### src/rtl/lsu_pkg.sv
// Shared encodings for the load/store unit: access sizes, FSM states and
// the default data-memory depth.
package lsu_pkg;

  localparam int MEM_WORDS_DEF = 3072;

  localparam logic [1:0] SZ_BYTE = 2'd0;
  localparam logic [1:0] SZ_HALF = 2'd1;
  localparam logic [1:0] SZ_WORD = 2'd2;

  typedef enum logic [2:0] {
    IDLE,
    LOAD,
    RMW,
    WRITE,
    RESP
  } lsu_state_t;

endpackage

### src/rtl/lsu_master_if.sv
// Request/response channel between the pipeline MEM stage (master) and the
// load/store unit (slave).
interface lsu_master_if;

  logic        req_valid;
  logic        req_ready;
  logic        req_we;
  logic [1:0]  req_size;
  logic        req_sign;
  logic [31:0] req_addr;
  logic [31:0] req_wdata;
  logic [31:0] req_pc;
  logic        resp_valid;
  logic [31:0] resp_rdata;
  logic        resp_err;

  modport master (
    output req_valid, req_we, req_size, req_sign, req_addr, req_wdata, req_pc,
    input  req_ready, resp_valid, resp_rdata, resp_err
  );

  modport slave (
    input  req_valid, req_we, req_size, req_sign, req_addr, req_wdata, req_pc,
    output req_ready, resp_valid, resp_rdata, resp_err
  );

endinterface

### src/rtl/lsu_lane.sv
// Little-endian lane logic: extracts/extends a loaded sub-word and merges a
// sub-word store into the full memory word. Misaligned low bits are ignored.
module lsu_lane
  import lsu_pkg::*;
(
  input  logic [31:0] word,
  input  logic [1:0]  off,
  input  logic [1:0]  size,
  input  logic        sign,
  input  logic [31:0] wdata,
  output logic [31:0] ldata,
  output logic [31:0] mdata
);

  logic [7:0]  b;
  logic [15:0] h;

  always_comb begin
    b     = word[{off, 3'b000} +: 8];
    h     = off[1] ? word[31:16] : word[15:0];
    ldata = word;
    mdata = wdata;
    case (size)
      SZ_BYTE: begin
        ldata = {{24{sign & b[7]}}, b};
        mdata = word;
        mdata[{off, 3'b000} +: 8] = wdata[7:0];
      end
      SZ_HALF: begin
        ldata = {{16{sign & h[15]}}, h};
        mdata = word;
        if (off[1]) mdata[31:16] = wdata[15:0];
        else        mdata[15:0]  = wdata[15:0];
      end
      default: begin
        ldata = word;
        mdata = wdata;
      end
    endcase
  end

endmodule

### src/rtl/lsu_master.sv
// Load/store initiator for the word-wide data memory; sub-word stores use
// read-modify-write. Define LSU_ERR_EN to reject misaligned half/word accesses.
module lsu_master
  import lsu_pkg::*;
#(
  parameter int          MEM_WORDS = MEM_WORDS_DEF,
  parameter logic [31:0] RESET_PC  = 32'h0000_0000
) (
  input  logic        clk,
  input  logic        reset,
  lsu_master_if.slave bus,
  output logic [31:0] memAdr,
  output logic        memWrite,
  output logic [31:0] wdata,
  output logic [31:0] wPc,
  input  logic [31:0] memOut
);

  lsu_state_t  state, nstate;
  logic [31:0] addr_q, wdata_q, pc_q, rdata_q, wbuf_q;
  logic [1:0]  size_q;
  logic        sign_q, err_q;
  logic        req_err;
  logic [31:0] ldata, mdata;

  lsu_lane u_lane (
    .word  (memOut),
    .off   (addr_q[1:0]),
    .size  (size_q),
    .sign  (sign_q),
    .wdata (wdata_q),
    .ldata (ldata),
    .mdata (mdata)
  );

  always_comb begin
    req_err = (bus.req_size == 2'd3) || (bus.req_addr[31:2] >= 30'(MEM_WORDS));
`ifdef LSU_ERR_EN
    if ((bus.req_size == SZ_HALF && bus.req_addr[0]) ||
        (bus.req_size == SZ_WORD && bus.req_addr[1:0] != 2'b00))
      req_err = 1'b1;
`endif
  end

  always_comb begin
    nstate         = state;
    bus.req_ready  = (state == IDLE);
    bus.resp_valid = (state == RESP);
    bus.resp_err   = (state == RESP) && err_q;
    bus.resp_rdata = rdata_q;
    memWrite       = (state == WRITE);
    memAdr         = {addr_q[31:2], 2'b00};
    wdata          = wbuf_q;
    wPc            = (state == WRITE) ? pc_q : RESET_PC;
    case (state)
      IDLE: begin
        if (bus.req_valid) begin
          if (req_err)                     nstate = RESP;
          else if (!bus.req_we)            nstate = LOAD;
          else if (bus.req_size == SZ_WORD) nstate = WRITE;
          else                             nstate = RMW;
        end
      end
      LOAD:    nstate = RESP;
      RMW:     nstate = WRITE;
      WRITE:   nstate = RESP;
      RESP:    nstate = IDLE;
      default: nstate = IDLE;
    endcase
  end

  // memWrite decodes straight from state, so an asynchronous reset drops it at once
  always_ff @(posedge clk or negedge reset) begin
    if (!reset) begin
      state   <= IDLE;
      addr_q  <= '0;
      wdata_q <= '0;
      pc_q    <= '0;
      size_q  <= '0;
      sign_q  <= 1'b0;
      err_q   <= 1'b0;
      rdata_q <= '0;
      wbuf_q  <= '0;
    end else begin
      state <= nstate;
      case (state)
        IDLE: begin
          if (bus.req_valid) begin
            addr_q  <= bus.req_addr;
            wdata_q <= bus.req_wdata;
            pc_q    <= bus.req_pc;
            size_q  <= bus.req_size;
            sign_q  <= bus.req_sign;
            err_q   <= req_err;
            rdata_q <= '0;
            if (bus.req_we && bus.req_size == SZ_WORD && !req_err)
              wbuf_q <= bus.req_wdata;
          end
        end
        LOAD:    rdata_q <= ldata;
        RMW:     wbuf_q  <= mdata;
        default: ;
      endcase
    end
  end

endmodule

### src/flat_wrapper.sv
// flat-port wrapper written by rule: the top's interface ports become plain ports
module lsu_master_flat import lsu_pkg::*;
#(
  parameter int          MEM_WORDS = MEM_WORDS_DEF,
  parameter logic [31:0] RESET_PC  = 32'h0000_0000
)
  (clk, reset, memAdr, memWrite, wdata, wPc, memOut, bus_req_valid, bus_req_we, bus_req_size, bus_req_sign, bus_req_addr, bus_req_wdata, bus_req_pc, bus_req_ready, bus_resp_valid, bus_resp_rdata, bus_resp_err);
  lsu_master_if bus_i ();
  input  logic clk;
  input  logic reset;
  output logic [31:0] memAdr;
  output logic memWrite;
  output logic [31:0] wdata;
  output logic [31:0] wPc;
  input  logic [31:0] memOut;
  input wire logic [$bits(bus_i.req_valid)-1:0] bus_req_valid;
  input wire logic [$bits(bus_i.req_we)-1:0] bus_req_we;
  input wire logic [$bits(bus_i.req_size)-1:0] bus_req_size;
  input wire logic [$bits(bus_i.req_sign)-1:0] bus_req_sign;
  input wire logic [$bits(bus_i.req_addr)-1:0] bus_req_addr;
  input wire logic [$bits(bus_i.req_wdata)-1:0] bus_req_wdata;
  input wire logic [$bits(bus_i.req_pc)-1:0] bus_req_pc;
  output wire logic [$bits(bus_i.req_ready)-1:0] bus_req_ready;
  output wire logic [$bits(bus_i.resp_valid)-1:0] bus_resp_valid;
  output wire logic [$bits(bus_i.resp_rdata)-1:0] bus_resp_rdata;
  output wire logic [$bits(bus_i.resp_err)-1:0] bus_resp_err;
  assign bus_i.req_valid = bus_req_valid;
  assign bus_i.req_we = bus_req_we;
  assign bus_i.req_size = bus_req_size;
  assign bus_i.req_sign = bus_req_sign;
  assign bus_i.req_addr = bus_req_addr;
  assign bus_i.req_wdata = bus_req_wdata;
  assign bus_i.req_pc = bus_req_pc;
  assign bus_req_ready = bus_i.req_ready;
  assign bus_resp_valid = bus_i.resp_valid;
  assign bus_resp_rdata = bus_i.resp_rdata;
  assign bus_resp_err = bus_i.resp_err;
  lsu_master #(.MEM_WORDS(MEM_WORDS), .RESET_PC(RESET_PC)) u_core (.clk(clk), .reset(reset), .bus(bus_i), .memAdr(memAdr), .memWrite(memWrite), .wdata(wdata), .wPc(wPc), .memOut(memOut));
endmodule
### config.mk
export PLATFORM = sky130hd
export DESIGN_NAME = lsu_master_flat
export DESIGN_NICKNAME = d
export VERILOG_FILES = /design/src/rtl/lsu_pkg.sv /design/src/rtl/lsu_master_if.sv /design/src/rtl/lsu_lane.sv /design/src/rtl/lsu_master.sv /design/src/flat_wrapper.sv
export SDC_FILE = /design/constraint.sdc
export NUM_CORES = 1
export LEC_CHECK = 0
export CORE_MARGIN = 2
export CORE_UTILIZATION = 51
export DETAILED_ROUTE_END_ITERATION = 8
export HOLD_SLACK_MARGIN = 0.1
export PLACE_DENSITY = 0.93
export REMOVE_ABC_BUFFERS = 1
export SLEW_MARGIN = 20
export SYNTH_ARGS = -nofsm -noshare
export SYNTH_HDL_FRONTEND = slang
export SYNTH_SLANG_ARGS = --single-unit
### constraint.sdc
create_clock -name clk -period 6.2 [get_ports clk]
set_input_delay 1.55 -clock clk [delete_from_list [all_inputs] [get_ports clk]]
set_output_delay 1.55 -clock clk [all_outputs]
set_load 0.005 [all_outputs]
==> out/metrics.yaml <==
vias: 7341
syn-cell-area_mm2: 0.00864
worst_setup_path_start_kind: "flop"
post_drt_wl_per_cell_um: 22.4
ios: 267
cts_tree: "done"
rsz0062_at_grt: "no"
synth-edff-count: 0
clockBufferDepth: 2
drv_cap: 0
synth_cells: 747
cts_setup_buffers: 0
crit_type: "flop to primary output"
synth_area_leaders: "dfrtp_1 (48%), mux2_2 (14%), a221o_1 (4.4%), buf_4 (3.3%), o21ai_0 (3.1%)"
min_path_cells: 2
clock.fmax_ghz: 0.262
dp_cells: 1155
clock_latency_ns: 0.43
async_flop_share_pct: 100
cts-root-buf: "clkbuf_16"
detailed_place.area_mm2: 0.0111
ys_types: 48
syn_avg_cell_area_um2: 11.6
comb_power_share_pct: 34.5
hp-start: "u_core.bus.resp_rdata[5]"
antenna_left: 0
rows: 47
dp_slack_ns: 2.12
slowest_delay_ns: 0.54
worstPathArrival_ns: 2.26
fin_crit_sh_pct: 61.5
setup_viol: 0
grt_max_degree: 78
cts_sinks: 167
die_h_um: 134
design_area_mm2: 0.0117
cts_resized: 0
fin_setup_tns_ns: 0
min_path_type: "flop to flop"
p_total_mw: 4.30
coreArea_mm2: 0.0166
crit_chain: "inv_1 > nor2_1 > buf_4 > and2_1 > clkdlybuf4s50_1"
yosys_warnings: 0
dpl.hpwl_mm: 18.7
yosys.area_share.simple_pct: 8.01
synth_mux_area_share_pct: 17.6
fin_nets: 1094
slowest_stage: "dfrtp_1"
p_clk_share_pct: 25.3
synth_fa_ha_area_share_pct: 0.724
hold_buffers: 0
ys_seq_elements: 167
hold_end: "u_core.bus.resp_rdata[5]"
utilization_pct: 70.8
power_frac_seq_pct: 40.2
synth.yosys.seq_area_share_pct: 48.4
synth_top_family_by_area: "compound AO/OA/AOI/OAI gates"
drt_iter0_drc: 716
power_per_cell_area_mw_per_mm2: 366
die_w_um: 134
worst_slew_pin_slew_ns: 1.04
track_usage_pct: 29.1
stdcell_count: 1186
leakagePower_nw: 4.89
grt_pass1_vias: 7357
antenna_found_initial: 0
fin_skew_ns: 0.00790
setup_slack_ns: 2.39
grt_pass1_wl_mm: 40.4
htreeDepth: 4
path_clk_slew_ns: 0.07
switchingPower_mw: 1.45
syn_to_final_growth_pct: 35.9
switching_share_pct: 33.6
antenna_cells: 0
run_status: "finished clean"
via_per_inst: 6.19
cts_made_buffers: 17
whs_ns: 0.478
synth-main-ff-cell: "dfrtp_1"
synth.largest_area_cell: "dfrtp_1"
grt_overflow: 0
synth_compound_area_share_pct: 18.5
peakVddDrop_mv: 0.297
io_buffers: 264
initial_core_util_pct: 52.1
synth_top_area_share_pct: 48.4
firstDrtPassIters: 5
internal_power_mw: 2.85
reg2reg_to: "u_core.wdata[8]"
final_hold_viol_count: 0
drc: 0
cp_data_required_time_ns: 4.65
rr_startpoint: "u_core.addr_q[1]"
slew_viol_final: 0
dieArea_mm2: 0.0180
r2r_slack_ns: 3.04
drive_gt1_share_pct: 18.5
critPathCaptureType: "primary output"
cp_max_fo: 33
slew_headroom_pct: 30.4
yosys.area_share.xor_xnor_pct: 0
finalWirelength_mm: 26.6
post-route-min-period_ns: 3.81
ff2ff_path_depth: 7
gp_congestion: 0.902
critical path, delay by kind of cell, from the launching register on:
| family | cells | cell delay [ns] |
|---|---|---|
| buf+inv | 3 | 0.98 |
| flops | 1 | 0.54 |
| simple gates | 2 | 0.31 |
metal layers:
layer / global-route usage [%] / vias to the layer above / share of wire [%]
li1: - / 3186 / -
met2: 44.7 / 467 / 47
met4: 15.7 / 0 / 5.2
met5: 0 / - / 0
met1: 37.6 / 3573 / 38
met3: 8.09 / 115 / 9.4
sequential cells by signal, summed over array words and instances, names as in the netlist:
signal                 count
u_core.addr_q             32
u_core.state               3
u_core.sign_q              1
u_core.err_q               1
u_core.size_q              2
u_core.wdata              32
u_core.pc_q               32
u_core.bus.resp_rdata     32
u_core.wdata_q            32
power groups by stage:
stage	combinational [mW]	sequential, mW	clock [mW]
after global routing	1.57	1.77	1.14
final	1.48	1.73	1.09
after detailed placement	1.46	1.73	0
after global placement	1.41	1.71	0
after CTS	1.47	1.72	1.10
after floorplan	0.852	1.68	0
worst max-delay path by stage:
stage / depth (start not counted) / endpoint / startpoint / slack [ns]
finish: 5 / wPc[12] / u_core.state[1] / 2.39
global route: 5 / wPc[10] / u_core.state[1] / 2.24
CTS: 5 / wPc[12] / u_core.state[1] / 2.37
detailed placement: 8 / u_core.wdata[22] / bus_req_addr[31] / 2.12
global placement: 8 / u_core.wdata[8] / bus_req_addr[19] / 2.20
floorplan: 3 / u_core.addr_q[10] / bus_req_valid / 1.40
area by class of cell:
class / count / area [um^2]
Tap cell: 220 / 275
Sequential cell: 167 / 4180
Clock inverter: 14 / 175
Timing Repair Buffer: 276 / 2730
Inverter: 14 / 52.6
Clock buffer: 17 / 425
Multi-Input combinational cell: 478 / 3910
Fill cell: 1166 / 4840
cell usage in the layout, fill, tap and decap left out, types with 19 or more instances in the layout:
cell | synthesis | final
clkdlybuf4s50_1 | 0 | 263
dfrtp_1 | 167 | 166
mux2_2 | 110 | 110
nand2_1 | 53 | 52
o21ai_0 | 53 | 52
a221o_1 | 38 | 38
and2_1 | 33 | 33
a21oi_1 | 20 | 19
a21o_1 | 19 | 19
cells in the mapped netlist, drive strengths merged (4+ instances only):
cell type and count:
a221o 38, nand2b 4, nand2 53, o2bb2ai 13, mux2 110, a21o 19, a32o 18, clkbuf 23
and2 33, nor2 22, buf 66, o21ai 55, dfrtp 167, o22ai 8, nor4 5, mux2i 10
a21oi 20, nor3 6, ha 5, a221oi 16, a22o 13, mux4 8, inv 14
kinds of logic (layout without fill, tap and decap cells):
| kind of cell | after synthesis | in the layout |
|---|---|---|
| AO/OA/AOI/OAI | 208 | 208 |
| adder cells (fa/ha/maj) | 5 | 5 |
| buffers and inverters | 103 | 321 |
| flip-flops | 167 | 167 |
| multiplexers | 128 | 128 |
| other | 1 | 2 |
| AND/OR/NAND/NOR | 135 | 135 |
No activity file was read; power rests on OpenSTA's default activity.
